$ cat src/rtl/audio_pkg.sv
// rtl/audio_pkg.sv - shared codec audio link types and constants
// Contents:
//   AUDIO_DATA_WIDTH : default bits per channel word
//   AUDIO_LEFT_POL   : LRCK level that marks the left channel
//   rx_state_e       : receive deserialiser states
//   audio_pair_t     : stereo sample pair {left, right}
package audio_pkg;

    localparam int   AUDIO_DATA_WIDTH = 16;
    localparam logic AUDIO_LEFT_POL   = 1'b1;

    typedef enum logic [1:0] {
        RX_SYNC  = 2'd0,
        RX_SHIFT = 2'd1,
        RX_HOLD  = 2'd2
    } rx_state_e;

    typedef struct packed {
        logic [AUDIO_DATA_WIDTH-1:0] left;
        logic [AUDIO_DATA_WIDTH-1:0] right;
    } audio_pair_t;

endpackage

$ cat src/rtl/audio_pin_sync.sv
// rtl/audio_pin_sync.sv - N-stage pin synchroniser with rise/fall strobes
// Ports:
//   clk, rst_n : clock, asynchronous active-low reset
//   pin_i      : asynchronous input pin
//   sync_o     : synchronised level (STAGES flops deep)
//   rise_o     : one-cycle strobe on a synchronised 0->1 transition
//   fall_o     : one-cycle strobe on a synchronised 1->0 transition
module audio_pin_sync #(
    parameter int STAGES = 2
) (
    input  logic clk,
    input  logic rst_n,
    input  logic pin_i,
    output logic sync_o,
    output logic rise_o,
    output logic fall_o
);

    localparam int             FW        = $clog2(STAGES + 2);
    localparam logic [FW-1:0]  FILL_DONE = FW'(STAGES + 1);

    logic [STAGES-1:0] sync_q, sync_d;
    logic              hist_q, hist_d;
    logic [FW-1:0]     fill_q, fill_d;
    logic              armed;

    // Strobes stay quiet until the chain and history flop hold real pin
    // samples, so a pin resting high through reset is not seen as an edge.
    assign armed = (fill_q == FILL_DONE);

    always_comb begin
        sync_d = {sync_q[STAGES-2:0], pin_i};
        hist_d = sync_q[STAGES-1];
        fill_d = armed ? fill_q : fill_q + FW'(1);
    end

    assign sync_o = sync_q[STAGES-1];
    assign rise_o = armed &  sync_q[STAGES-1] & ~hist_q;
    assign fall_o = armed & ~sync_q[STAGES-1] &  hist_q;

    always_ff @(posedge clk or negedge rst_n) begin
        if (!rst_n) begin
            sync_q <= '0;
            hist_q <= 1'b0;
            fill_q <= '0;
        end else begin
            sync_q <= sync_d;
            hist_q <= hist_d;
            fill_q <= fill_d;
        end
    end

endmodule

$ cat src/rtl/audio_adc_rx.sv
// rtl/audio_adc_rx.sv - codec ADC serial receiver with valid/ready sample pair output
// Ports:
//   iCLK_18_4, iRST_N              : system clock, asynchronous active-low reset
//   iAUD_BCK, iAUD_LRCK, iAUD_ADCDAT : oversampled codec serial link (left-justified, MSB first)
//   oLEFT, oRIGHT, oVALID, iREADY  : published stereo pair and handshake
//   oOVERRUN                       : pulse when a completed pair is dropped under backpressure
//   oSHORT                         : pulse when LRCK toggles before a full word arrived
// Optional (AUDIO_ADC_RX_PEAK_EN): iPEAK_CLR, oPEAK_L, oPEAK_R peak magnitude trackers.
module audio_adc_rx
    import audio_pkg::*;
#(
    parameter int   DATA_WIDTH  = AUDIO_DATA_WIDTH,
    parameter logic LEFT_POL    = AUDIO_LEFT_POL,
    parameter int   SYNC_STAGES = 2
) (
    input  logic                  iCLK_18_4,
    input  logic                  iRST_N,
    input  logic                  iAUD_BCK,
    input  logic                  iAUD_LRCK,
    input  logic                  iAUD_ADCDAT,
`ifdef AUDIO_ADC_RX_PEAK_EN
    input  logic                  iPEAK_CLR,
    output logic [DATA_WIDTH-2:0] oPEAK_L,
    output logic [DATA_WIDTH-2:0] oPEAK_R,
`endif
    output logic [DATA_WIDTH-1:0] oLEFT,
    output logic [DATA_WIDTH-1:0] oRIGHT,
    output logic                  oVALID,
    input  logic                  iREADY,
    output logic                  oOVERRUN,
    output logic                  oSHORT
);

    localparam int            CW       = $clog2(DATA_WIDTH + 1);
    localparam logic [CW-1:0] CNT_FULL = CW'(DATA_WIDTH);

    logic bck_rise, bck_fall, bck_sync;
    logic lrck_rise, lrck_fall, lrck_sync, lrck_edge;
    logic dat_sync, dat_rise, dat_fall;
    logic unused_sinks;

    audio_pin_sync #(.STAGES(SYNC_STAGES)) u_bck_sync (
        .clk(iCLK_18_4), .rst_n(iRST_N), .pin_i(iAUD_BCK),
        .sync_o(bck_sync), .rise_o(bck_rise), .fall_o(bck_fall)
    );

    audio_pin_sync #(.STAGES(SYNC_STAGES)) u_lrck_sync (
        .clk(iCLK_18_4), .rst_n(iRST_N), .pin_i(iAUD_LRCK),
        .sync_o(lrck_sync), .rise_o(lrck_rise), .fall_o(lrck_fall)
    );

    // Same depth as BCK so the data bit lines up with bck_rise.
    audio_pin_sync #(.STAGES(SYNC_STAGES)) u_dat_sync (
        .clk(iCLK_18_4), .rst_n(iRST_N), .pin_i(iAUD_ADCDAT),
        .sync_o(dat_sync), .rise_o(dat_rise), .fall_o(dat_fall)
    );

    assign lrck_edge    = lrck_rise | lrck_fall;
    assign unused_sinks = ^{bck_sync, bck_fall, dat_rise, dat_fall};

    rx_state_e             state_q, state_d;
    logic [CW-1:0]         cnt_q, cnt_d;
    logic [DATA_WIDTH-1:0] shreg_q, shreg_d;
    logic                  chan_q, chan_d;          // 1 = left channel
    logic [DATA_WIDTH-1:0] left_stg_q, left_stg_d;
    logic                  have_left_q, have_left_d;
    logic                  pub_q, pub_d;
    logic [DATA_WIDTH-1:0] pub_left_q, pub_left_d;
    logic [DATA_WIDTH-1:0] pub_right_q, pub_right_d;
    logic                  short_q, short_d;
    logic [DATA_WIDTH-1:0] left_q, left_d;
    logic [DATA_WIDTH-1:0] right_q, right_d;
    logic                  valid_q, valid_d;
    logic                  overrun_q, overrun_d;
    logic                  load;

    logic                  store;
    logic [DATA_WIDTH-1:0] store_word;
    logic                  restart;

    always_comb begin
        state_d     = state_q;
        cnt_d       = cnt_q;
        shreg_d     = shreg_q;
        chan_d      = chan_q;
        left_stg_d  = left_stg_q;
        have_left_d = have_left_q;
        pub_d       = 1'b0;
        pub_left_d  = pub_left_q;
        pub_right_d = pub_right_q;
        short_d     = 1'b0;
        store       = 1'b0;
        store_word  = '0;
        restart     = 1'b0;

        case (state_q)
            RX_SYNC: begin
                if (lrck_edge) begin
                    state_d = RX_SHIFT;
                    chan_d  = (lrck_sync == LEFT_POL);
                    restart = 1'b1;
                end
            end
            RX_SHIFT: begin
                if (lrck_edge) begin
                    // Partial words are left-aligned; a full word shifts by 0.
                    store      = 1'b1;
                    store_word = shreg_q << (CNT_FULL - cnt_q);
                    short_d    = (cnt_q != CNT_FULL);
                    chan_d     = ~chan_q;
                    restart    = 1'b1;
                end else if (cnt_q == CNT_FULL) begin
                    store      = 1'b1;
                    store_word = shreg_q;
                    state_d    = RX_HOLD;
                end else if (bck_rise) begin
                    shreg_d = {shreg_q[DATA_WIDTH-2:0], dat_sync};
                    cnt_d   = cnt_q + CW'(1);
                end
            end
            RX_HOLD: begin
                if (lrck_edge) begin
                    state_d = RX_SHIFT;
                    chan_d  = ~chan_q;
                    restart = 1'b1;
                end
            end
            default: state_d = RX_SYNC;
        endcase

        // A bit clocked in alongside the LRCK edge is the new word's MSB.
        if (restart) begin
            state_d = RX_SHIFT;
            cnt_d   = '0;
            shreg_d = '0;
            if (bck_rise) begin
                shreg_d = {{(DATA_WIDTH-1){1'b0}}, dat_sync};
                cnt_d   = CW'(1);
            end
        end

        if (store) begin
            if (chan_q) begin
                left_stg_d  = store_word;
                have_left_d = 1'b1;
            end else begin
                // A right word without its left partner is dropped silently.
                if (have_left_q) begin
                    pub_d       = 1'b1;
                    pub_left_d  = left_stg_q;
                    pub_right_d = store_word;
                end
                have_left_d = 1'b0;
            end
        end
    end

    always_comb begin
        left_d    = left_q;
        right_d   = right_q;
        valid_d   = valid_q;
        overrun_d = 1'b0;
        load      = 1'b0;
        if (pub_q) begin
            if (!valid_q || iREADY) begin
                load    = 1'b1;
                left_d  = pub_left_q;
                right_d = pub_right_q;
                valid_d = 1'b1;
            end else begin
                overrun_d = 1'b1;
            end
        end else if (valid_q && iREADY) begin
            valid_d = 1'b0;
        end
    end

    always_ff @(posedge iCLK_18_4 or negedge iRST_N) begin
        if (!iRST_N) begin
            state_q     <= RX_SYNC;
            cnt_q       <= '0;
            shreg_q     <= '0;
            chan_q      <= 1'b0;
            left_stg_q  <= '0;
            have_left_q <= 1'b0;
            pub_q       <= 1'b0;
            pub_left_q  <= '0;
            pub_right_q <= '0;
            short_q     <= 1'b0;
            left_q      <= '0;
            right_q     <= '0;
            valid_q     <= 1'b0;
            overrun_q   <= 1'b0;
        end else begin
            state_q     <= state_d;
            cnt_q       <= cnt_d;
            shreg_q     <= shreg_d;
            chan_q      <= chan_d;
            left_stg_q  <= left_stg_d;
            have_left_q <= have_left_d;
            pub_q       <= pub_d;
            pub_left_q  <= pub_left_d;
            pub_right_q <= pub_right_d;
            short_q     <= short_d;
            left_q      <= left_d;
            right_q     <= right_d;
            valid_q     <= valid_d;
            overrun_q   <= overrun_d;
        end
    end

    assign oLEFT    = left_q;
    assign oRIGHT   = right_q;
    assign oVALID   = valid_q;
    assign oOVERRUN = overrun_q;
    assign oSHORT   = short_q;

`ifdef AUDIO_ADC_RX_PEAK_EN
    // Magnitude of a two's complement sample; the most negative value
    // saturates to the largest positive magnitude.
    function automatic logic [DATA_WIDTH-2:0] mag(input logic [DATA_WIDTH-1:0] x);
        logic [DATA_WIDTH-1:0] n;
        n = ~x + 1'b1;
        if (!x[DATA_WIDTH-1]) return x[DATA_WIDTH-2:0];
        if (n[DATA_WIDTH-1])  return '1;
        return n[DATA_WIDTH-2:0];
    endfunction

    logic [DATA_WIDTH-2:0] peak_l_q, peak_l_d, peak_r_q, peak_r_d;

    always_comb begin
        peak_l_d = peak_l_q;
        peak_r_d = peak_r_q;
        if (iPEAK_CLR) begin
            peak_l_d = '0;
            peak_r_d = '0;
        end else if (load) begin
            if (mag(pub_left_q)  > peak_l_q) peak_l_d = mag(pub_left_q);
            if (mag(pub_right_q) > peak_r_q) peak_r_d = mag(pub_right_q);
        end
    end

    always_ff @(posedge iCLK_18_4 or negedge iRST_N) begin
        if (!iRST_N) begin
            peak_l_q <= '0;
            peak_r_q <= '0;
        end else begin
            peak_l_q <= peak_l_d;
            peak_r_q <= peak_r_d;
        end
    end

    assign oPEAK_L = peak_l_q;
    assign oPEAK_R = peak_r_q;
`endif

endmodule
$ cat config.mk
export PLATFORM = sky130hd
export DESIGN_NAME = audio_adc_rx
export DESIGN_NICKNAME = d
export VERILOG_FILES = /design/src/rtl/audio_pkg.sv /design/src/rtl/audio_pin_sync.sv /design/src/rtl/audio_adc_rx.sv
export SDC_FILE = /design/constraint.sdc
export NUM_CORES = 1
export LEC_CHECK = 0
export ABC_AREA = 0
export CELL_PAD_IN_SITES_DETAIL_PLACEMENT = 1
export CELL_PAD_IN_SITES_GLOBAL_PLACEMENT = 1
export CORE_MARGIN = 1.5
export CORE_UTILIZATION = 30
export DETAILED_ROUTE_END_ITERATION = 12
export PLACE_DENSITY_LB_ADDON = 0.12
export SLEW_MARGIN = 20
export SYNTH_ARGS = -nofsm -noshare
export SYNTH_HDL_FRONTEND = slang
export SYNTH_HIERARCHICAL = 1
export SYNTH_SLANG_ARGS = --single-unit
$ cat constraint.sdc
create_clock -name iCLK_18_4 -period 3.5 [get_ports iCLK_18_4]
set_input_delay 0.525 -clock iCLK_18_4 [delete_from_list [all_inputs] [get_ports iCLK_18_4]]
set_output_delay 0.525 -clock iCLK_18_4 [all_outputs]
set_load 0.02 [all_outputs]
Word-level counts from Yosys, hierarchy flattened:

Cells that the tools add are included.
Widths: inputs -> output; s select.

* flip-flop bits (word level): 121
* input bits: 6
* output and inout port bits: 35
* word-level logic and storage cells: 108

* add/sub/neg operators: 4
* eq/ne operators: 14
* shifts and indexed selects: 1
* multiplexer cells: 39
* bitwise logic cells: 11
* reductions and logical operators: 18

Operator list (number)
* $mux 16: 8
* $mux 5: 5
* $mux 1: 20
* $shl 16x5->16: 1
* $reduce_and 3->1: 3
* $mux 2: 4
* $reduce_bool 2->1: 4
* $and 1x1->1: 6
* $eq 2x2->1 const B: 3
* $ne 2x1->1 const B: 3
* $ne 3x3->1 const B: 2
* $reduce_and 2->1: 3
* $add 5x1->5 const B: 1
* $eq 5x5->1 const B: 1
* $ne 5x5->1 const B: 1
* $sub 5x5->5 const A: 1
* $add 2x1->2 const B: 2
* $ne 2x2->1 const B: 2
* $not 1->1: 4
* $pmux 2 s2: 1
* $reduce_and 4->1: 1
* $reduce_or 2->1: 2
* $ne 3x1->1 const B: 1
* $reduce_or 3->1: 1
* other kinds (7): 7

Logic depth before layout (Yosys ltp):

* depth after elaboration: 8
* gate-level depth with buffers: 10
* mapped depth without buffers: 7

By module:

Netlist, hierarchy kept.

By module, submodules not included
* audio_adc_rx: instances 1, cells each 449, area an instance 5142.4 sq um, sequential area each 2727.6 sq um
* audio_pin_sync: instances 3, cells each 10, area an instance 181.4 sq um, sequential area each 125.1 sq um

Worst setup path before layout:

Ideal clock, no wire load.

* path type: register to register
* start point: register cnt_q[0]
* end point: register pub_right_q[12]
* setup time: 104 ps
* data arrival time: 2458 ps
* data required time: 3396 ps
* slack: 939 ps
* cell stages (with the launch flop): 10
* path buffers: 3
* period minus slack after synthesis: 2561 ps
* path through: dfrtp_1 > buf_2 > clkinv_1 > ha_1 > buf_4 > buf_6 > mux2i_1 > mux4_2 > a31o_2 > o41ai_2

* word-level cells in the longest chain between the ends: 5
* elaborated cells between the ends (all ways): 10
* those cells by class: 1 x add/sub; 1 x eq/ne; 1 x shift; 6 x mux; 1 x reduce/logical

Ends and longest elaborated chain
* from (decl): line audio_adc_rx.sv:62 `logic [CW-1:0] cnt_q, cnt_d;`
* from (signal assigned): line audio_adc_rx.sv:196 `cnt_q <= cnt_d;`
* branches (longest 5 deep; another with $sub 5x5->5)
* to (signal assigned): line audio_adc_rx.sv:203 `pub_right_q <= pub_right_d;`
* to (decl): line audio_adc_rx.sv:69 `logic [DATA_WIDTH-1:0] pub_right_q, pub_right_d;`

Several ways; the timed one is not identified.
A chain may end at the register's enable or synchronous reset.

Final worst setup path:

* start point: register cnt_q[0]
* end point: register pub_right_q[14]

Same word-level chain as after synthesis.

==> summary.md <==
| Metric | Value |
|---|---|
| Status | finished, final reports clean |
| Post-CTS Setup Bufs | 0 |
| DRC viols | 0 |
| Vias in the first global route | 3934 |
| First-pass GRT wire length | 21080 um |
| Antenna-violating nets left | 0 |
| Crit path capture type | flip-flop |
| Design area | 6805 um2 |
| DR vias/cell | 4.955 |
| Initial antenna violation count | 0 |
| Fin. Hold Viols | 0 |
| Number of nets in the layout | 523 |
| Reg-to-reg setup timing slack | 0.41 ns |
| Required time of the critical path | 3.77 ns |
| Worst Hold Class | primary input to asynchronous set/reset pin |
| Max-cap check violation count | 0 |
| Drt wl/cell | 16.33 um |
| Final WL | 12260 um |
| TritonCTS clock tree | built |
| Worst Tran Pin Value | 0.7833 ns |
| Input/output buffers | 40 |
| Clk_lat worst skew | 0.42 ns |
| H-Tree Level Count | 4 |
| Placed insts | 719 |
| Placed cell areas | 6190 um2 |
| TritonCTS buffer count | 17 |
| DR pass1 iterations | 4 |
| Post-DP HPWL | 8531 um |
| Clock-pin slew on the worst setup and hold paths | 0.06 ns |
| CP Max Fanout | 13 |
| Setup-failing EPs final | 0 |
| Initial detailed-routing violation count | 171 |
| Fin util | 37.76% |
| Net Count, Synth | 484 |
| Setup_tns | 0 ns |
| Slowest CP cell | ha_1 |
| Die Y | 139.0 um |
| Total core area | 18020 um2 |
| Final cycle utilization of the critical path | 88.20% |
| Post-Syn Instances | 470 |
| TritonCTS Sinks | 121 |
| RePlAce Congestion | 0.8242 |
| Antenna cells | 0 |
| Die Wd | 139.0 um |
| Fin cells | 751 |
| Synth Area per Inst | 11.80 um2 |
| Via count | 3721 |
| Worst slack, placed | 0.4370 ns |
| RSZ-0062 raised after global routing | false |
| Fraction of layout cells with a size suffix above 1 | 22.22% |
| FP Rows | 49 |
| Max rail drop VDD | 0.3901 mV |
| Max stage delay on crit path | 0.76 ns |
| Setup slack after layout | 0.4129 ns |
| All-Layer GR Usage | 13.77% |
| Clk buf depth | 2 |
| Root Driver | clkbuf_16 |
| Hold-fix buffers at CTS | 0 |
| Leak pwr | 2.854 nW |
| Relative slew margins | 47.23% |
| Worst Path Arrival | 3.36 ns |
| Kind of critical path | flip-flop to flip-flop |
| Die area | 19310 um2 |
| Syn-to-layout area delta | 22.72% |
| Post-synthesis instance area | 5545 um2 |
| CP Cell Sequence | clkinv_1 > ha_1 > buf_4 > mux2i_1 > mux4_1 > inv_1 > a222oi_1 > a21oi_1 |
| Final Max Slew Viols | 0 |
| I/O pins | 41 |
| Layout Skew | 0.01147 ns |
| FMAX | 323.9 MHz |
| Pin count of the biggest net entering global routing | 67 |
| PostCTS Resize Cnt | 0 |
| Starting density of the core | 30.76% |
| Yosys warns | 6 |
| Kind of start point of the critical path | flip-flop |
| PwrDens | 837.1 nW/um2 |
| Tmin final | 3.087 ns |
| Global route overflow | 0 |
[cell usage in the layout, fill, tap and decap left out, types with 3 or more instances in the layout]
cell and instances:
a21oi_1 47, clkinvlp_4 3, clkdlybuf4s50_1 39, dfrtp_1 121, xnor2_1 6, clkbuf_8 3, bufinv_16 3, mux2_2 53
a22oi_1 7, nor3b_1 5, nand2b_1 3, mux2i_1 15, mux4_1 5, mux4_2 3, buf_4 9, and3b_2 3
nor2_1 45, and3_1 3, inv_1 8, a31oi_1 3, o21ai_0 8, nor4_1 3, clkinv_2 3, clkbuf_16 17
nand2_1 50, ha_1 8
[final timing paths]
| path | from | end | cells past startpoint |
|---|---|---|---|
| hold / removal | iRST_N | pub_left_q[14] | 1 |
| hold reg to reg | u_lrck_sync/sync_q[0] | u_lrck_sync/sync_q[1] | 0 |
| max in group asynchronous | iRST_N | oRIGHT[3] | 2 |
| setup / recovery | cnt_q[0] | pub_right_q[14] | 8 |
| setup reg to reg | cnt_q[0] | pub_right_q[14] | 8 |
| min in group iCLK_18_4 | u_lrck_sync/sync_q[0] | u_lrck_sync/sync_q[1] | 0 |
[through the flow]
stage	hold WS (ns)	power [mW]
3_5_place_dp	0.3386	3.963
4_1_cts	0.1938	5.803
6_report	0.1675	5.697
5_1_grt	0.2195	6.064
2_1_floorplan	0.2294	3.313
3_3_place_gp	0.3322	3.913
[per-layer routing]
metal,up-vias,GRT usage (%),routed length [um]
met3,19,3.246,392
met5,-,0,0
met2,56,21.34,5551
li1,1750,-,-
met1,1896,18.39,6078
met4,0,6.140,240
[critical path, delay by kind of cell (launching register included)]
kind | cells | cell delay, ns
buffers and inverters | 3 | 0.58
adder cells (fa/ha/maj) | 1 | 0.76
flip-flops | 1 | 0.35
AO/OA/AOI/OAI | 2 | 0.62
multiplexers | 2 | 0.65
[power breakdown]
| part | total, mW | switching [mW] | internal, mW |
|---|---|---|---|
| logic | 1.77 | 0.921 | 0.853 |
| registers | 2.13 | 0.254 | 1.88 |
| clock network | 1.79 | 0.618 | 1.17 |
[sequential cells by signal, indices dropped and copies added, names as in the netlist]
signal,flops
oLEFT,16
oVALID,1
chan_q,1
oSHORT,1
oOVERRUN,1
u_lrck_sync/sync_q,2
u_bck_sync/fill_q,2
pub_left_q,16
u_bck_sync/sync_q,2
pub_right_q,16
state_q,2
u_lrck_sync/fill_q,2
oRIGHT,16
u_lrck_sync/hist_q,1
shreg_q,16
left_stg_q,16
pub_q,1
cnt_q,5
u_dat_sync/sync_q,2
u_bck_sync/hist_q,1
have_left_q,1
[final cells by class]
type,instances,area (um2)
fill,1944,11220
sequential,121,3028
multi-input combinational,310,2344
timing repair buffer,50,498.0
clock buffer,21,470.5
tap,229,286.5
clock inverter,11,145.1
inverter,9,33.78
No activity file was read; power rests on OpenSTA's default activity.
